===== src/rtl/rv32i_types.sv =====
// Shared pipeline/memory types used by the cacheline arbiter.
package rv32i_types;

    typedef enum logic [1:0] {ARB_IDLE, ARB_I, ARB_D} arb_state_t;

    localparam int CACHELINE_W   = 256;
    localparam int LINE_OFFSET_W = 5;

endpackage


===== src/rtl/cacheline_arbiter_if.sv =====
// I-cache, D-cache and backing-memory bundle; slave = arbiter view, master = requesters + memory.
interface cacheline_arbiter_if
    import rv32i_types::*;
#(
    parameter int ADDR_W = 32,
    parameter int LINE_W = CACHELINE_W
);
    logic [ADDR_W-1:0] i_addr;
    logic              i_read;
    logic [LINE_W-1:0] i_rdata;
    logic              i_resp;

    logic [ADDR_W-1:0] d_addr;
    logic              d_read;
    logic              d_write;
    logic [LINE_W-1:0] d_wdata;
    logic [LINE_W-1:0] d_rdata;
    logic              d_resp;

    logic [ADDR_W-1:0] mem_addr;
    logic              mem_read;
    logic              mem_write;
    logic [LINE_W-1:0] mem_wdata;
    logic [LINE_W-1:0] mem_rdata;
    logic              mem_resp;

    modport slave (
        input  i_addr, i_read, d_addr, d_read, d_write, d_wdata, mem_rdata, mem_resp,
        output i_rdata, i_resp, d_rdata, d_resp, mem_addr, mem_read, mem_write, mem_wdata
    );

    modport master (
        output i_addr, i_read, d_addr, d_read, d_write, d_wdata, mem_rdata, mem_resp,
        input  i_rdata, i_resp, d_rdata, d_resp, mem_addr, mem_read, mem_write, mem_wdata
    );
endinterface


===== src/rtl/cacheline_arbiter.sv =====
// Grants the shared line port to the I- or D-cache and routes the response back to the winner.
// Define CACHELINE_ARB_RR_EN for round-robin ties; default is fixed D-side priority.
module cacheline_arbiter
    import rv32i_types::*;
#(
    parameter int ADDR_W = 32,
    parameter int LINE_W = CACHELINE_W
)(
    input  logic                 clk,
    input  logic                 rst_n,
    cacheline_arbiter_if.slave   arb_if
);

    localparam logic [ADDR_W-1:0] OFF_MASK = ADDR_W'((1 << LINE_OFFSET_W) - 1);

    arb_state_t        state_q;
    logic [ADDR_W-1:0] mem_addr_q;
    logic [LINE_W-1:0] mem_wdata_q;
    logic              mem_read_q;
    logic              mem_write_q;

    logic i_req;
    logic d_req;
    logic grant_d;

    assign i_req = arb_if.i_read;
    assign d_req = arb_if.d_read | arb_if.d_write;

`ifdef CACHELINE_ARB_RR_EN
    // last_d_q = 1 when D won the previous grant; reset value lets D win the first tie
    logic last_d_q;
    assign grant_d = d_req & (~i_req | ~last_d_q);
`else
    assign grant_d = d_req;
`endif

    always_ff @(posedge clk or negedge rst_n) begin
        if (!rst_n) begin
            state_q     <= ARB_IDLE;
            mem_addr_q  <= '0;
            mem_wdata_q <= '0;
            mem_read_q  <= 1'b0;
            mem_write_q <= 1'b0;
`ifdef CACHELINE_ARB_RR_EN
            last_d_q    <= 1'b0;
`endif
        end else begin
            unique case (state_q)
                ARB_IDLE: begin
                    if (grant_d) begin
                        state_q     <= ARB_D;
                        mem_addr_q  <= arb_if.d_addr & ~OFF_MASK;
                        mem_wdata_q <= arb_if.d_wdata;
                        // simultaneous read+write is a requester error; write wins
                        mem_write_q <= arb_if.d_write;
                        mem_read_q  <= ~arb_if.d_write;
`ifdef CACHELINE_ARB_RR_EN
                        last_d_q    <= 1'b1;
`endif
                    end else if (i_req) begin
                        state_q     <= ARB_I;
                        mem_addr_q  <= arb_if.i_addr & ~OFF_MASK;
                        mem_write_q <= 1'b0;
                        mem_read_q  <= 1'b1;
`ifdef CACHELINE_ARB_RR_EN
                        last_d_q    <= 1'b0;
`endif
                    end
                end
                ARB_I, ARB_D: begin
                    if (arb_if.mem_resp) begin
                        state_q     <= ARB_IDLE;
                        mem_read_q  <= 1'b0;
                        mem_write_q <= 1'b0;
                    end
                end
                default: begin
                    state_q     <= ARB_IDLE;
                    mem_read_q  <= 1'b0;
                    mem_write_q <= 1'b0;
                end
            endcase
        end
    end

    assign arb_if.mem_addr  = mem_addr_q;
    assign arb_if.mem_wdata = mem_wdata_q;
    assign arb_if.mem_read  = mem_read_q;
    assign arb_if.mem_write = mem_write_q;

    // Data may flow continuously; only the granted side ever sees resp.
    assign arb_if.i_rdata = arb_if.mem_rdata;
    assign arb_if.d_rdata = arb_if.mem_rdata;
    assign arb_if.i_resp  = (state_q == ARB_I) & arb_if.mem_resp;
    assign arb_if.d_resp  = (state_q == ARB_D) & arb_if.mem_resp;

endmodule


===== src/flat_wrapper.sv =====
// flat-port wrapper written by rule: the top's interface ports become plain ports
module cacheline_arbiter_flat import rv32i_types::*;
#(
    parameter int ADDR_W = 32,
    parameter int LINE_W = CACHELINE_W
)
  (clk, rst_n, arb_if_i_addr, arb_if_i_read, arb_if_d_addr, arb_if_d_read, arb_if_d_write, arb_if_d_wdata, arb_if_mem_rdata, arb_if_mem_resp, arb_if_i_rdata, arb_if_i_resp, arb_if_d_rdata, arb_if_d_resp, arb_if_mem_addr, arb_if_mem_read, arb_if_mem_write, arb_if_mem_wdata);
  cacheline_arbiter_if #(.ADDR_W(ADDR_W), .LINE_W(LINE_W)) arb_if_i ();
  input  logic clk;
  input  logic rst_n;
  input wire logic [$bits(arb_if_i.i_addr)-1:0] arb_if_i_addr;
  input wire logic [$bits(arb_if_i.i_read)-1:0] arb_if_i_read;
  input wire logic [$bits(arb_if_i.d_addr)-1:0] arb_if_d_addr;
  input wire logic [$bits(arb_if_i.d_read)-1:0] arb_if_d_read;
  input wire logic [$bits(arb_if_i.d_write)-1:0] arb_if_d_write;
  input wire logic [$bits(arb_if_i.d_wdata)-1:0] arb_if_d_wdata;
  input wire logic [$bits(arb_if_i.mem_rdata)-1:0] arb_if_mem_rdata;
  input wire logic [$bits(arb_if_i.mem_resp)-1:0] arb_if_mem_resp;
  output wire logic [$bits(arb_if_i.i_rdata)-1:0] arb_if_i_rdata;
  output wire logic [$bits(arb_if_i.i_resp)-1:0] arb_if_i_resp;
  output wire logic [$bits(arb_if_i.d_rdata)-1:0] arb_if_d_rdata;
  output wire logic [$bits(arb_if_i.d_resp)-1:0] arb_if_d_resp;
  output wire logic [$bits(arb_if_i.mem_addr)-1:0] arb_if_mem_addr;
  output wire logic [$bits(arb_if_i.mem_read)-1:0] arb_if_mem_read;
  output wire logic [$bits(arb_if_i.mem_write)-1:0] arb_if_mem_write;
  output wire logic [$bits(arb_if_i.mem_wdata)-1:0] arb_if_mem_wdata;
  assign arb_if_i.i_addr = arb_if_i_addr;
  assign arb_if_i.i_read = arb_if_i_read;
  assign arb_if_i.d_addr = arb_if_d_addr;
  assign arb_if_i.d_read = arb_if_d_read;
  assign arb_if_i.d_write = arb_if_d_write;
  assign arb_if_i.d_wdata = arb_if_d_wdata;
  assign arb_if_i.mem_rdata = arb_if_mem_rdata;
  assign arb_if_i.mem_resp = arb_if_mem_resp;
  assign arb_if_i_rdata = arb_if_i.i_rdata;
  assign arb_if_i_resp = arb_if_i.i_resp;
  assign arb_if_d_rdata = arb_if_i.d_rdata;
  assign arb_if_d_resp = arb_if_i.d_resp;
  assign arb_if_mem_addr = arb_if_i.mem_addr;
  assign arb_if_mem_read = arb_if_i.mem_read;
  assign arb_if_mem_write = arb_if_i.mem_write;
  assign arb_if_mem_wdata = arb_if_i.mem_wdata;
  cacheline_arbiter #(.ADDR_W(ADDR_W), .LINE_W(LINE_W)) u_core (.clk(clk), .rst_n(rst_n), .arb_if(arb_if_i));
endmodule

===== config.mk =====
export PLATFORM = sky130hd
export DESIGN_NAME = cacheline_arbiter_flat
export DESIGN_NICKNAME = d
export VERILOG_FILES = /design/src/rtl/rv32i_types.sv /design/src/rtl/cacheline_arbiter_if.sv /design/src/rtl/cacheline_arbiter.sv /design/src/flat_wrapper.sv
export SDC_FILE = /design/constraint.sdc
export NUM_CORES = 1
export LEC_CHECK = 0
export BUFFER_PORTS_ARGS = -buffer_cell sky130_fd_sc_hd__buf_2
export CORE_AREA = 3 3 537 539
export CTS_BUF_LIST = sky130_fd_sc_hd__clkbuf_4 sky130_fd_sc_hd__clkbuf_8
export DETAILED_ROUTE_END_ITERATION = 8
export DIE_AREA = 0 0 540 542
export PLACE_DENSITY = 0.31
export SLEW_MARGIN = 0
export SYNTH_ARGS = -nofsm -noshare
export SYNTH_HDL_FRONTEND = slang
export SYNTH_SLANG_ARGS = --single-unit

===== constraint.sdc =====
create_clock -name clk -period 1.6 [get_ports clk]
set_input_delay 0.08 -clock clk [delete_from_list [all_inputs] [get_ports clk]]
set_output_delay 0.08 -clock clk [all_outputs]
set_load 0.02 [all_outputs]

After elaboration in Yosys (flattened, before gate mapping)
Index checks and enable logic that the tools add are counted.
W data, S select, Z words.
{"block": "totals", "reg_bits": 292, "input_bits": 582, "out_inout_bits": 804, "wordCells": 32}
{"block": "classes", "n_eq_ne": 4, "mux": 13, "bitwise_logic": 4, "n_reduce_logical": 6}
{"op": "$mux W32", "count": 2}
{"op": "$mux W2", "count": 3}
{"op": "$reduce_and A2 Y1", "count": 3}
{"op": "$mux W1", "count": 5}
{"op": "$pmux W1 S2", "count": 2}
{"op": "$pmux W2 S2", "count": 1}
{"op": "$ne A3 B2 Y1 const B", "count": 1}
{"op": "$and A1 B1 Y1", "count": 2}
{"op": "$eq A2 B1 Y1 const B", "count": 1}
{"op": "$eq A2 B2 Y1 const B", "count": 1}
{"op": "$logic_not A2 Y1", "count": 1}
{"op": "$ne A2 B2 Y1 const B", "count": 1}
{"op": "$reduce_bool A2 Y1", "count": 1}
{"op": "$reduce_or A2 Y1", "count": 1}
{"op": "$not A1 Y1", "count": 1}
{"op": "$or A1 B1 Y1", "count": 1}

Longest topological paths before layout
{"block": "depth", "word_depth": 4, "ltp_mapped": 6, "ltp_nobuf": 5}

Worst setup path after synthesis
No wires, ideal clock.
{"block": "synth_timing", "path_kind": "register -> register", "from": "register u_core.state_q[0]", "to": "register u_core.mem_wdata_q[100], in the netlist u_core.arb_if.mem_wdata[100]", "setup_ns": 0.125, "t_arrival_ns": 1.485, "required_time_ns": 1.475, "path_slack_ns": -0.010, "path_stages_with_launch": 7, "path_buffers": 2, "synth_period_minus_slack_ns": 1.610, "path_cell_list": "dfrtp_1 -> inv_1 -> ha_1 -> o21ai_4 -> buf_6 -> buf_8 -> mux2_4"}
{"block": "synth_via", "elab_chain_len": 2}
{"item": "start, declared", "line_no": "cacheline_arbiter.sv:16", "text": "arb_state_t state_q;"}
{"item": "start signal, assigned", "line_no": "cacheline_arbiter.sv:39", "text": "state_q <= ARB_IDLE;"}
{"item": "start signal, assigned", "line_no": "cacheline_arbiter.sv:51", "text": "state_q <= ARB_D;"}
{"item": "start signal, assigned", "line_no": "cacheline_arbiter.sv:61", "text": "state_q <= ARB_I;"}
{"item": "$logic_not A2 Y1", "line_no": "cacheline_arbiter.sv:48", "text": "unique case (state_q)"}
{"item": "$reduce_and A2 Y1 (no line)"}
{"item": "end signal, assigned", "line_no": "cacheline_arbiter.sv:53", "text": "mem_wdata_q <= arb_if.d_wdata;"}
{"item": "end, declared", "line_no": "cacheline_arbiter.sv:18", "text": "logic [LINE_W-1:0] mem_wdata_q;"}
No other way between the ends.
A chain may end at the register's enable or synchronous reset.

Worst setup path in the final report
{"block": "layout_timing", "from": "register u_core.state_q[0]", "to": "register u_core.mem_wdata_q[129], in the netlist u_core.arb_if.mem_wdata[129]"}
The elaborated chain is that of the path after synthesis.

==> impl_metrics.py <==
metrics = {
    "layout": {
        "nFillCells": 33000,
        "nets": 2330,
        "final_core_util": 0.0908,
        "drive_gt1_frac": 0.587,
        "regArea_sq_mm": 0.00718,
        "layoutNonFillerInstCount": 5586,
        "syn2layout_area_growth_pct": 67.6,
        "multiInputGateArea_sq_mm": 0.00444,
    },
    "power": {
        "seqPwrFrac": 0.244,
        "p_clk_frac": 0.176,
        "switching_share": 0.454,
        "p_per_area_mw_per_mm2": 2090,
        "leakagePower_nw": 11.0,
        "peakVddDrop_uv": 1030,
        "p_total_mw": 54.0,
        "combPwrFrac": 0.580,
        "intPower_mw": 29.5,
        "p_switching_mw": 24.5,
    },
    "timing": {
        "worst-slew-pin-transition_ns": 0.714,
        "timing.hold.ws_ns": 0.0915,
        "fin_skew_ns": 0.0361,
        "finalHoldViolCount": 0,
        "rsz0062_at_grt": "true",
        "period_share": 1.16,
        "setup_ws_ns": -0.262,
        "max_freq_mhz": 537,
        "finalCriticalPeriod_ns": 1.86,
        "setup_viol": 258,
        "slew_violations": 0,
        "max_slew_margin": 0.510,
    },
    "floorplanning": {
        "die_h_microns": 542,
        "rows": 196,
        "initial_core_util": 0.0542,
        "io-pin-count": 1386,
        "die-width_microns": 540,
        "core_sq_mm": 0.284,
        "dieArea_sq_mm": 0.293,
    },
    "detailed_routing": {
        "num_vias": 11400,
        "routed_wl_microns": 142000,
        "ant_nets": 0,
        "first_iter_violations": 384,
        "wl_per_cell_microns": 25.5,
        "firstDrtPassIters": 4,
        "drc_errors": 0,
        "via_per_inst": 2.05,
    },
    "place": {
        "dp.cells": 5066,
        "dpl.hpwl_microns": 123000,
        "portBuffers": 602,
        "place_congestion": 0.649,
    },
    "grt": {
        "antenna_found_initial": 172,
        "grt_pass1_wl_microns": 166000,
        "grt_pass1_vias": 12400,
        "grt_overflow_total": 0,
        "grt_max_degree": 58,
        "grt_use_total": 0.0925,
    },
    "synthesis": {
        "yosys.area.top_type": "dfrtp_1",
        "postSynthAreaPerCell_sq_um": 12.8,
        "ys_seq_elements": 287,
        "synthesis.area_sq_mm": 0.0154,
        "synth.top_cell.area_share": 0.466,
        "synth_cell_type_count": 27,
        "seq_area_frac_synth": 0.466,
        "yosys_warnings": 0,
        "syn_inst": 1203,
        "ys_top_cells_by_area": "dfrtp_1 47%, buf_4 25%, mux2_4 9.7%",
    },
    "status": {
        "status": "finished, violations left",
        "violations": "negative setup slack",
    },
    "clock_network": {
        "clock_latency_ns": 0.71,
        "htree_levels": 3,
        "cts_sinks": 287,
        "cts-root-buf": "clkbuf_8",
        "max-clock-path-buffers": 3,
        "numCtsBuffers": 67,
        "cts.reportedPaths.clkPinSlew_ns": 0.06,
        "cts_tree": "yes",
    },
    "worst_setup_path": {
        "critPathMaxFanout": 10,
        "setup.worst_path.end_class": "register",
        "arrival_ns": 2.47,
        "cp-start-kind": "register",
        "critPathKind": "reg -> reg",
        "cp_data_required_time_ns": 2.20,
    },
    "run": {
        "max_cap_viol_count": 0,
    },
    "hold_path": {
        "hold_class": "in -> reg",
    },
}
## critical path, cell delays in order, from the launching register on
cell,delay (ns)
dfrtp_1,0.39
inv_2,0.06
buf_6,0.11
ha_4,0.15
o21ai_4,0.16
buf_8,0.20
buf_12,0.16
buf_16,0.17
mux2_4,0.31
## what timing repair did
item                                    4_1_cts  5_1_grt
resized for setup                           108      133
endpoints found under the hold margin       574        4
buffers inserted                             17        3
endpoints found under the setup margin      270      314
hold buffers                                330        1
pin swaps                                     5        1
gates cloned                                  7       19
## flip-flops by register name (all words and copies together), names as in the netlist
register / cells
u_core.arb_if.mem_addr: 27
u_core.arb_if.mem_read: 1
u_core.arb_if.mem_wdata: 256
u_core.arb_if.mem_write: 1
u_core.state_q: 2
## final cells by class
cell class / instances / share of cell area
clock inverter: 11 / 0.00470
multi-input combinational: 363 / 0.172
sequential: 287 / 0.278
antenna: 35 / 0.00339
clock buffer: 102 / 0.0497
inverter: 3 / 0.000436
timing repair buffer: 1023 / 0.310
tap: 3762 / 0.182
## Yosys cell counts
cell type	number
o21ai_4	1
and2_1	2
ha_1	3
dfrtp_1	287
inv_1	3
o22ai_1	1
nand2b_1	1
a21oi_1	3
mux2i_1	27
o31ai_4	1
nor2_4	1
o21ai_0	23
buf_6	18
buf_8	10
nor2_1	3
conb_1	1
o22a_1	1
mux2_1	109
nor2b_1	2
nand2_1	27
a22o_1	2
buf_4	517
o21ai_1	4
clkbuf_1	2
mux2_2	47
mux2_4	100
buf_2	7
## cells in the final DEF (no fill, tap or decap), types with 13 or more instances in the layout
master         instances
dfrtp_1              287
diode_2               35
buf_2                555
mux2_2                18
mux2_1                21
clkbuf_8              83
clkbuf_4              62
clkbuf_16             13
buf_8                 16
o21ai_0               20
buf_4                 17
buf_12                27
dlygate4sd3_1        330
mux2_4               217
mux2i_1               27
buf_6                 15
nand2_1               27
## power groups by stage
stage	logic [mW]	registers [mW]	clock network, mW
finish	31.3	13.2	9.52
global route	34.3	13.7	10.3
CTS	29.8	13.1	10.2
detailed placement	26.1	13.1	0
global placement	26.1	13.0	0
floorplan	9.58	17.5	0
## worst paths after layout
path,from,depth (start not counted),end,slack (ns)
worst max-delay path,u_core.state_q[0]$_DFFE_PN0P_,8,u_core.arb_if.mem_wdata[129]$_DFFE_PN0P_,-0.26
worst min-delay path,arb_if_d_read,6,u_core.state_q[0]$_DFFE_PN0P_,0.09
min in group asynchronous,rst_n,4,u_core.arb_if.mem_wdata[219]$_DFFE_PN0P_,0.62
worst max register to register,u_core.state_q[0]$_DFFE_PN0P_,8,u_core.arb_if.mem_wdata[129]$_DFFE_PN0P_,-0.26
worst min register to register,u_core.arb_if.mem_addr[14]$_DFFE_PN0P_,2,u_core.arb_if.mem_addr[14]$_DFFE_PN0P_,0.48
max in group asynchronous,rst_n,4,u_core.arb_if.mem_wdata[62]$_DFFE_PN0P_,0.52
## through the flow
stage / setup WS [ns] / instance area (sq um) / TNS [ns]
finish: -0.262 / 25800 / -47.83
floorplan: 0.0666 / 15400 / 0
detailed placement: -0.318 / 19500 / -25.10
CTS: -0.311 / 25000 / -52.55
global placement: -0.315 / 19500 / -24.05
global route: -0.362 / 25700 / -72.45
## routing by layer
| metal | routed length [microns] | up-vias | global-route usage |
|---|---|---|---|
| met5 | 167 | - | 0.00526 |
| met4 | 5760 | 6 | 0.0250 |
| met3 | 32100 | 462 | 0.102 |
| met2 | 57200 | 1210 | 0.134 |
| met1 | 47200 | 5161 | 0.0854 |
| li1 | - | 4610 | - |
## cells by family (layout without fill, tap and decap cells)
| logic type | Yosys count | count (layout) | synth area share |
|---|---|---|---|
| buffers and inverters | 557 | 1139 | 0.278 |
| DFF | 287 | 287 | 0.466 |
| muxes | 283 | 283 | 0.229 |
| AOI/OAI and AO/OA | 36 | 36 | 0.0143 |
| and+or+nand+nor | 36 | 36 | 0.0101 |
| adders and majority gates | 3 | 3 | 0.00244 |
| other | 1 | 40 | 0.000243 |
No activity file was read; power rests on OpenSTA's default activity.
